[src/rtl/fetch_queue.sv]
// rtl/fetch_queue.sv - instruction-fetch engine with a DEPTH-entry {pc, inst} queue toward decode
module fetch_queue #(
    parameter int              XLEN     = 32,
    parameter int              DEPTH    = 4,
    parameter logic [XLEN-1:0] RESET_PC = '0
) (
    input  logic                       clk_i,
    input  logic                       rst_i,
    output logic                       imem_req_o,
    output logic [XLEN-1:0]            imem_addr_o,
    input  logic [31:0]                imem_data_i,
    input  logic                       redirect_i,
    input  logic [XLEN-1:0]            redirect_addr_i,
    output logic                       valid_o,
    input  logic                       ready_i,
    output logic [31:0]                inst_o,
    output logic [XLEN-1:0]            pc_o,
    output logic [$clog2(DEPTH+1)-1:0] count_o
);
    localparam int AW = $clog2(DEPTH);
    localparam int CW = $clog2(DEPTH+1);
    localparam logic [31:0] NOP = 32'h0000_0013;

    logic [XLEN-1:0] fetch_pc;
    logic [XLEN-1:0] issued_pc;
    logic            inflight;
    logic            kill;
    logic [XLEN-1:0] pc_mem   [DEPTH];
    logic [31:0]     inst_mem [DEPTH];
    logic [AW-1:0]   rd_ptr;
    logic [AW-1:0]   wr_ptr;
    logic [CW-1:0]   count;

    logic            pop;
    logic            push;
    logic            issue;
    logic [CW:0]     level;

    assign valid_o = (count != '0);
    assign pop     = valid_o & ready_i;
    // Slots already committed: queued entries plus the response still on its way.
    assign level   = {1'b0, count} + {{CW{1'b0}}, inflight} - {{CW{1'b0}}, pop};
    assign issue   = !rst_i && !redirect_i && (level < (CW+1)'(DEPTH));
    assign push    = inflight && !kill && !redirect_i && !rst_i;

    assign imem_req_o  = issue;
    assign imem_addr_o = fetch_pc;
    assign inst_o      = valid_o ? inst_mem[rd_ptr] : NOP;
    assign pc_o        = valid_o ? pc_mem[rd_ptr] : '0;
    assign count_o     = count;

    always_ff @(posedge clk_i) begin
        if (rst_i) begin
            fetch_pc  <= RESET_PC;
            issued_pc <= RESET_PC;
            inflight  <= 1'b0;
            kill      <= 1'b0;
            rd_ptr    <= '0;
            wr_ptr    <= '0;
            count     <= '0;
        end else if (redirect_i) begin
            fetch_pc <= redirect_addr_i & ~XLEN'(3);
            inflight <= 1'b0;
            kill     <= inflight;
            rd_ptr   <= '0;
            wr_ptr   <= '0;
            count    <= '0;
        end else begin
            inflight <= issue;
            kill     <= 1'b0;
            if (issue) begin
                fetch_pc  <= fetch_pc + XLEN'(4);
                issued_pc <= fetch_pc;
            end
            if (push) wr_ptr <= wr_ptr + AW'(1);
            if (pop)  rd_ptr <= rd_ptr + AW'(1);
            case ({push, pop})
                2'b10:   count <= count + CW'(1);
                2'b01:   count <= count - CW'(1);
                default: count <= count;
            endcase
        end
    end

    always_ff @(posedge clk_i) begin
        if (push) begin
            pc_mem[wr_ptr]   <= issued_pc;
            inst_mem[wr_ptr] <= imem_data_i;
        end
    end
endmodule

[config.mk]
export PLATFORM = sky130hd
export DESIGN_NAME = fetch_queue
export DESIGN_NICKNAME = d
export VERILOG_FILES = /design/src/rtl/fetch_queue.sv
export SDC_FILE = /design/constraint.sdc
export NUM_CORES = 1
export LEC_CHECK = 0
export CORE_UTILIZATION = 50
export CTS_BUF_LIST = sky130_fd_sc_hd__clkbuf_16
export DETAILED_ROUTE_END_ITERATION = 8
export PLACE_DENSITY = 0.75
export SETUP_SLACK_MARGIN = 0.4
export SLEW_MARGIN = 10
export SYNTH_ARGS = -nofsm -noshare
export SYNTH_HDL_FRONTEND = slang
export SYNTH_SLANG_ARGS = --single-unit
export TNS_END_PERCENT = 50
[constraint.sdc]
create_clock -name clk_i -period 5.2 [get_ports clk_i]
set_clock_uncertainty 0.05 [all_clocks]
set_input_delay 0.78 -clock clk_i [delete_from_list [all_inputs] [get_ports clk_i]]
set_output_delay 0.78 -clock clk_i [all_outputs]
set_load 0.1 [all_outputs]
Word level (Yosys, flattened, before mapping):

Memories as Yosys holds them, arrays and structs flattened. A register that Yosys moved wholly into a read port is not among the register bits.
Index checks and enable logic that the tools add are counted.

* flip-flop bits (word level): 73
* latch bits: 0
* RAM bits: 256
* memory bits (read-only): 0
* input bits: 68
* output and inout port bits: 101
* word-level logic and storage cells: 47
* memories kept: 2

Memories
* inst_mem: depth 4, width 32, rd ports 1, clocked after Yosys merged registers in 1, write ports 1, RTL line 29 `logic [31:0] inst_mem [DEPTH];`
* pc_mem: depth 4, width 32, rd ports 1, clocked after Yosys merged registers in 1, write ports 1, RTL line 28 `logic [XLEN-1:0] pc_mem [DEPTH];`

* add/subtract/negate cells: 7
* $mul: 0
* div/mod/pow operators: 0
* magnitude comparators: 1
* equality and inequality tests: 2
* shift operators: 0
* mux-type cells: 11
* bitwise gates (word level): 2
* reductions and logical operators: 14

Operators by type and width (number)
* $mux 32: 4
* $add 32x3->32 const B: 1
* $mux 2: 4
* $pmux 3 s2: 1
* $logic_and 1x1->1: 5
* $add 2x1->2 const B: 2
* $add 3x1->4: 1
* $lt 4x3->1 const B: 1
* $reduce_bool 2->1: 2
* $reduce_or 2->1: 2
* $sub 4x1->4: 1
* $add 3x1->3 const B: 1
* $logic_not 1->1: 3
* $reduce_bool 3->1: 1
* $sub 3x1->3 const B: 1
* $eq 2x1->1 const B: 1
* $eq 2x2->1 const B: 1
* $mux 1: 2
* $reduce_and 2->1: 1
* $and 1x1->1: 1
* $not 1->1: 1

Logic depth before layout (Yosys ltp):

* word-level depth: 7
* gate-level depth with buffers: 13
* depth with buffers taken out: 12

Least setup slack after synthesis:

Ideal clock, no wire load.

* kind: flip-flop to output port
* start point: register count[0] (netlist: count_o[0])
* end point: output port imem_req_o
* data arrival time: 4.011 ns
* required time: 4.370 ns
* slack: 0.359 ns
* cell stages (with the launch flop): 12
* buffers on the path: 1
* path through: dfxtp_1 -> nor3_1 -> inv_1 -> and2_1 -> ha_1 -> inv_1 -> ha_1 -> and3b_4 -> or4_4 -> a21o_2 -> inv_2 -> clkbuf_1

* word-level cells in the longest chain between the ends: 5
* elaborated cells between the ends (all ways): 6
* classes of those cells: add/sub (2); order compare (1); bitwise (1); reduce/logical (2)

RTL lines
* start: declaration: RTL line 32 `logic [CW-1:0] count;`
* start signal: assignment: RTL line 78 `2'b10: count <= count + CW'(1);`
* start signal: assignment: RTL line 79 `2'b01: count <= count - CW'(1);`
* start signal: assignment: RTL line 80 `default: count <= count;`
* $reduce_bool 3->1: RTL line 39 `assign valid_o = (count != '0);`
* $and 1x1->1: RTL line 40 `assign pop = valid_o & ready_i;`
* via pop: RTL line 34 `logic pop;`
* $sub 4x1->4: RTL line 42 `assign level = {1'b0, count} + {{CW{1'b0}}, inflight} - {{CW{1'b0}}, pop};`
* $lt 4x3->1: RTL line 43 `assign issue = !rst_i && !redirect_i && (level < (CW+1)'(DEPTH));`
* $logic_and 1x1->1: RTL line 43
* end: declaration: RTL line 9 `output logic imem_req_o,`

The timed path passes the listed nets, and every way through them passes these cells.

Worst setup path in the final report:

Ends and elaborated chain as after synthesis.

==> results_dict.tcl <==
set metrics [dict create \
    final-hold-violation-count 0 \
    ctsHoldBuffers 0 \
    cts_buffer_depth 3 \
    vias 7044 \
    htreeDepth 2 \
    wl_per_cell_um 18.64 \
    timing_worst_setup_path_type "reg2out" \
    startpoint_type "flip-flop" \
    cp_common_cell "ha_1" \
    cp_cell_sequence "nor3_2, clkinv_1, and2_1, ha_1, inv_1, ha_1, and3b_4, or4_4, a21o_4, inv_2, buf_12" \
    ys_seq_area_frac 0.6883 \
    start_util 0.5102 \
    antenna_found_initial 0 \
    gr-total-overflow 0 \
    ys_ff_latch 319 \
    r2r-start "count_o[0]$_SDFFE_PP0P_" \
    peakVddDrop_uv 304.7 \
    power_mw 5.641 \
    setup_viol 0 \
    ant_nets 0 \
    antenna_cells 0 \
    io_buffers 162 \
    combPwrFrac 0.066 \
    critPathTopFamily "simple AND/OR/NAND/NOR gates" \
    route.detailed.drc 0 \
    clk_latency_ns 0.50 \
    status "finished clean" \
    dieArea_um2 26420 \
    critical-path-max-stage-delay_ns 0.72 \
    dp.cells 1251 \
    p_switching_mw 1.224 \
    die-width_um 162.5 \
    endpoint_kind "primary output" \
    cpMaxStageDelayCell "or4_4" \
    worst_pin_slew_ns 1.014 \
    post-route-period-util 0.8768 \
    area_growth_pct 22.98 \
    synth_cells 802 \
    yosys_warnings 0 \
    min-delay-start "issued_pc[3]$_SDFFE_PP0P_" \
    critPathArrivalTime_ns 3.73 \
    dpl_cell_area_um2 14680 \
    netlist_area_um2 12880 \
    max_freq_ghz 0.2193 \
    gp_congestion 0.7517 \
    cap_violations 0 \
    dp_hpwl_mm 14.47 \
    die_h_um 162.5 \
    whs_endpoint "issued_pc[3]$_SDFFE_PP0P_" \
    rows 58 \
    first_pass_iters 5 \
    path_clk_slew_ns 0.06 \
    finalCriticalPeriod_ns 4.560 \
    required_ns 4.37 \
    synth_area_per_cell_um2 16.07 \
    slew_violations 0 \
    fillCellCount 1886 \
    grt_usage 0.1896 \
    rsz0062_at_grt "false" \
    hold_ws_ns 0.4462 \
    p_leak_nw 5.166 \
    cts_buffers 34 \
    hold_path_class "reg2reg" \
    rrSetupSlack_ns 1.44 \
    grt_pass1_wl_mm 38.82 \
    holdPathStages 2 \
    stdcell_count 1313 \
    ys_types 47 \
    synthFlopType "edfxtp_1" \
    cts_tree "yes" \
    core_area_um2 25250 \
    grt_max_degree 63 \
    cts-root-buf "clkbuf_16" \
    fin_area_um2 15850 \
    p_per_area_nw_per_um2 356.0 \
    power_switching_share 0.2170 \
    power.internal_mw 4.417 \
    synth-edff-count 248 \
    viasPerCell 5.365 \
    cts_post_setup_buffers_inserted 0 \
    p_seq_frac 0.499 \
    fin_tns_setup_ns 0 \
    drive_above_1_share 0.1750 \
    rr_worst_depth 13 \
    cp_max_fo 32 \
    routed_wl_mm 24.47 \
    grt_pass1_vias 7170 \
    ys_async_sr_fraction 0 \
    path_buf_inv 4 \
    numClockSinks 319 \
    clockPowerShare 0.435 \
    nets 1035 \
    ios 169 \
    drt_iter0_drc 424 \
    maxSlewHeadroom 0.3217 \
    r2r_end "issued_pc[11]$_SDFFE_PP0P_" \
]
-- registers in the layout, summed over array words and instances (netlist names), named ones only --
| name | cells |
|---|---|
| wr_ptr | 2 |
| issued_pc | 30 |
| inst_mem | 128 |
| pc_mem | 120 |
| inflight | 1 |
| kill | 1 |
| imem_addr_o | 30 |
| rd_ptr | 2 |
| count_o | 3 |
-- metal layers --
layer,global-route usage,routed length [um],part of all wire
met5,0,0,0
met2,0.3096,11850,0.48
met3,0.03158,1524,0.062
met1,0.2637,10700,0.44
met4,0.05438,401,0.016
-- tightest hold or removal path: cells and delay by family, from the launching register on --
kind               cells  cell delay, ns
DFF                    1            0.33
and+or+nand+nor        1            0.06
AOI/OAI and AO/OA      1            0.05
-- cells in the mapped netlist, types with 8 or more instances --
master | number | share of area
a21oi_1 | 37 | 0.014
and2_1 | 64 | 0.031
mux4_2 | 62 | 0.11
xnor2_1 | 31 | 0.021
buf_2 | 8 | 0.0031
nand2_1 | 72 | 0.021
dfxtp_1 | 71 | 0.11
inv_1 | 16 | 0.0047
a211oi_1 | 29 | 0.017
edfxtp_1 | 248 | 0.58
nand3_1 | 13 | 0.0050
a2111oi_2 | 16 | 0.019
nor2_1 | 38 | 0.011
clkbuf_1 | 27 | 0.0079
ha_1 | 9 | 0.0087
-- cells in the final DEF (no fill, tap or decap), types with 2 or more instances in the layout --
cell type and instances:
edfxtp_1 248, clkdlybuf4s50_1 147, nand2_1 72, dfxtp_1 69
mux4_2 62, and2_1 60, nor2_1 38, a21oi_1 37
clkbuf_16 37, xnor2_1 31, a211oi_1 29, inv_1 24
buf_4 21, a2111oi_2 16, nand3_1 13, ha_1 9
clkinv_2 6, bufinv_16 5, clkinv_1 4, or2_2 4
and2_4 4, and4_1 4, nand4_1 4, a211oi_2 4
conb_1 4, xor2_1 3, nor3_1 2, inv_2 2
and3_1 2, dfxtp_4 2
-- cell type report --
type / instances / area, um2 / share of cell area
Sequential cell: 319 / 8876 / 0.5601
Multi-Input combinational cell: 415 / 3680 / 0.2322
Timing Repair Buffer: 170 / 1654 / 0.1044
Clock buffer: 37 / 925.9 / 0.05843
Tap cell: 330 / 412.9 / 0.02606
Clock inverter: 25 / 234.0 / 0.01477
Inverter: 17 / 63.81 / 0.004027
-- power groups by stage --
stage	clock network [mW]	registers (mW)	logic, mW
floorplan	0	2.98	0.138
global placement	0	2.87	0.369
detailed placement	0	2.87	0.374
CTS	2.51	2.81	0.376
global route	2.60	2.82	0.393
finish	2.45	2.81	0.373
-- repair_timing --
action	in CTS	in global routing
setup endpoints to repair	1	1
endpoints found under the hold margin	0	0
resized for setup	1	1
-- kinds of logic after synthesis --
| logic type | after synthesis | synth area share |
|---|---|---|
| AO/OA/AOI/OAI | 95 | 0.05924 |
| XOR/XNOR | 34 | 0.02311 |
| adder cells (fa/ha/maj) | 10 | 0.01029 |
| buffers and inverters | 71 | 0.02933 |
| flip-flops | 319 | 0.6883 |
| multiplexers | 62 | 0.1084 |
| other | 1 | 0.0002910 |
| AND/OR/NAND/NOR | 210 | 0.08108 |
-- per-stage QoR --
| stage | setup slack [ns] | util |
|---|---|---|
| 3_5_place_dp | 0.5955 | 0.5811 |
| 6_report | 0.6404 | 0.6275 |
| 4_1_cts | 0.4482 | 0.6272 |
| 5_1_grt | 0.4196 | 0.6275 |
| 3_3_place_gp | 0.6058 | 0.5811 |
| 2_1_floorplan | 0.8587 | - |
-- how the worst max path moves through the flow --
stage                             from    endpoint  slack [ns]  depth (start not counted)
4_1_cts        count_o[0]$_SDFFE_PP0P_  imem_req_o        0.45                         11
3_5_place_dp                   ready_i  imem_req_o        0.60                         10
2_1_floorplan  count_o[0]$_SDFFE_PP0P_  imem_req_o        0.86                         11
6_report       count_o[0]$_SDFFE_PP0P_  imem_req_o        0.64                         11
5_1_grt        count_o[0]$_SDFFE_PP0P_  imem_req_o        0.42                         11
3_3_place_gp                   ready_i  imem_req_o        0.61                         10
Note: power is estimated with default switching activity, not from simulation.
==> RTL change (same flow settings) <==
Register the output `count_o` once more, with the module's reset; this adds one clock of latency there. The other outputs are not delayed to match.
--- a/src/rtl/fetch_queue.sv
+++ b/src/rtl/fetch_queue.sv
@@ -47,7 +47,13 @@
     assign imem_addr_o = fetch_pc;
     assign inst_o      = valid_o ? inst_mem[rd_ptr] : NOP;
     assign pc_o        = valid_o ? pc_mem[rd_ptr] : '0;
-    assign count_o     = count;
+    always_ff @(posedge clk_i) begin
+        if (rst_i) begin
+            count_o <= '0;
+        end else begin
+            count_o <= count;
+        end
+    end
 
     always_ff @(posedge clk_i) begin
         if (rst_i) begin
Check against the original RTL: not equivalent (a bounded check fails within 4 cycles, from zero or initial values and one cycle with rst_i high).
==> RTL change against the original RTL <==
Final area up 1.2%. Core utilization is 0.57 points higher. Synthesized area rose by 0.98%. Sequential cell count is 3 higher. Wire length rose by 11%. Total power hardly changed. Worst setup slack improved by 0.20 ns. Critical endpoint unchanged. Largest cell class unchanged.
==> RTL change: results (changes against the original RTL) <==
critPathMaxFanout: 37  # was 32
ys_top_cells_by_count: "edfxtp_1 (248), dfxtp_1 (74), nor2_1 (72)"  # was edfxtp_1 (248), nand2_1 (72), dfxtp_1 (71)
post_drt_wl_per_cell_um: 20.79  # was 18.64 um
grt_pass1_wl_mm: 42.06  # was 38.82 mm
viasPerCell: 5.639  # was 5.365
dp_cells: 1246  # was 1251
wl_mm: 27.22  # was 24.47 mm
dr_wl_met3_mm: 1.915  # was 1.524 mm
dp.final_hpwl_mm: 15.50  # was 14.47 mm
r2r_slack_ns: 1.30  # was 1.44 ns
power_frac_clock_pct: 42.9  # was 43.5%
seq_cell_count: 322  # was 319
worst_path_max_delay_cell: "inv_2"  # was or4_4
min_from: "inflight"  # was issued_pc[3]
clock_tree_area_fraction_pct: 7.069  # was 7.319%
grt_pass1_vias: 7393  # was 7170
htree_levels: 2  # unchanged
synth_xor_area_share_pct: 1.952  # was 2.311%
whs_endpoint: "kill"  # was issued_pc[3]
drt_iter0_drc: 524  # was 424
nMultiInputCombCells: 410  # was 415
syn_avg_cell_area_um2: 16.30  # was 16.07 um^2
synthMuxAreaShare_pct: 13.12  # was 10.84%
ir_drop_mv: 0.3076  # was 0.3047 mV
nets: 1031  # was 1035
synth-seq-area-share_pct: 68.62  # was 68.83%
synthTopCellsByArea: "edfxtp_1 (57%), dfxtp_1 (11%), mux4_2 (11%), and2_1 (3.0%), mux2i_1 (2.4%)"  # was edfxtp_1 (58%), dfxtp_1 (11%), mux4_2 (11%), and2_1 (3.1%), xnor2_1 (2.1%)
multi_input_area_share_pct: 23.73  # was 23.22%
regArea_mm2: 0.008936  # was 0.008876 mm^2
nNonClkInverters: 15  # was 17
gr-usage-met1_pct: 28.99  # was 26.37%
bufAreaShareNonClock_pct: 10.55  # was 10.44%
p_sw_uw: 1243  # was 1224 uW
arrival_ns: 3.53  # was 3.73 ns
track_usage_pct: 20.87  # was 18.96%
p_leak_uw: 0.005347  # was 0.005166 uW
synth_compound_area_share_pct: 4.529  # was 5.923%
drive_above_1_share_pct: 15.02  # was 17.50%
crit_path_max_incr_delay_ns: 0.52  # was 0.72 ns
status: "complete, no violations"  # unchanged
seqPwrFrac_pct: 50.4  # was 49.9%
rr_endpoint: "issued_pc[8]"  # was issued_pc[11]
met2_length_mm: 12.96  # was 11.85 mm
synth.distinct_cells: 50  # was 47
grtUsageMet2_pct: 34.03  # was 30.96%
nNonClkBuffers: 169  # was 170
max-slew-margin-rel_pct: 28.49  # was 32.17%
use_met3_pct: 3.733  # was 3.158%
fillers: 1858  # was 1886
place_congestion: 0.7821  # was 0.7517
numCtsBuffers: 35  # was 34
wl_met1_mm: 11.87  # was 10.70 mm
cts-resized-gates: 0  # was 1
RTL change: cell types whose count changed in the layout (fill, tap and decap cells not counted), moves of 5 or more:
cell,unedited run,this run
a2111oi_2,16,11
nand2_1,72,11
mux2i_1,0,31
xnor2_1,31,26
buf_4,21,6
a21oi_1,37,13
clkdlybuf4s50_1,147,160
o21ai_0,1,6
nor2_1,38,72
nand4_1,4,11
RTL change: how the worst max path moves through the flow:
stage | start | to | depth (start not counted)
finish | count[2] | imem_req_o | 11
global route | count[2] | imem_req_o | 11
CTS | count[2] | imem_req_o | 11
detailed placement | count[2] | issued_pc[16] | 13
global placement | count[2] | imem_req_o | 11
floorplan | ready_i | imem_req_o | 9
RTL change: metrics by stage:
stage	setup WS, ns	area (um^2)	total power [uW]	hold slack [ns]
finish	0.8386	16040	5636	0.4103
global route	0.6844	16040	5788	0.4600
CTS	0.7956	16040	5679	0.4112
detailed placement	1.279	14900	3275	0.4030
global placement	1.355	14900	3268	0.3920
floorplan	1.802	13020	3137	0.3732
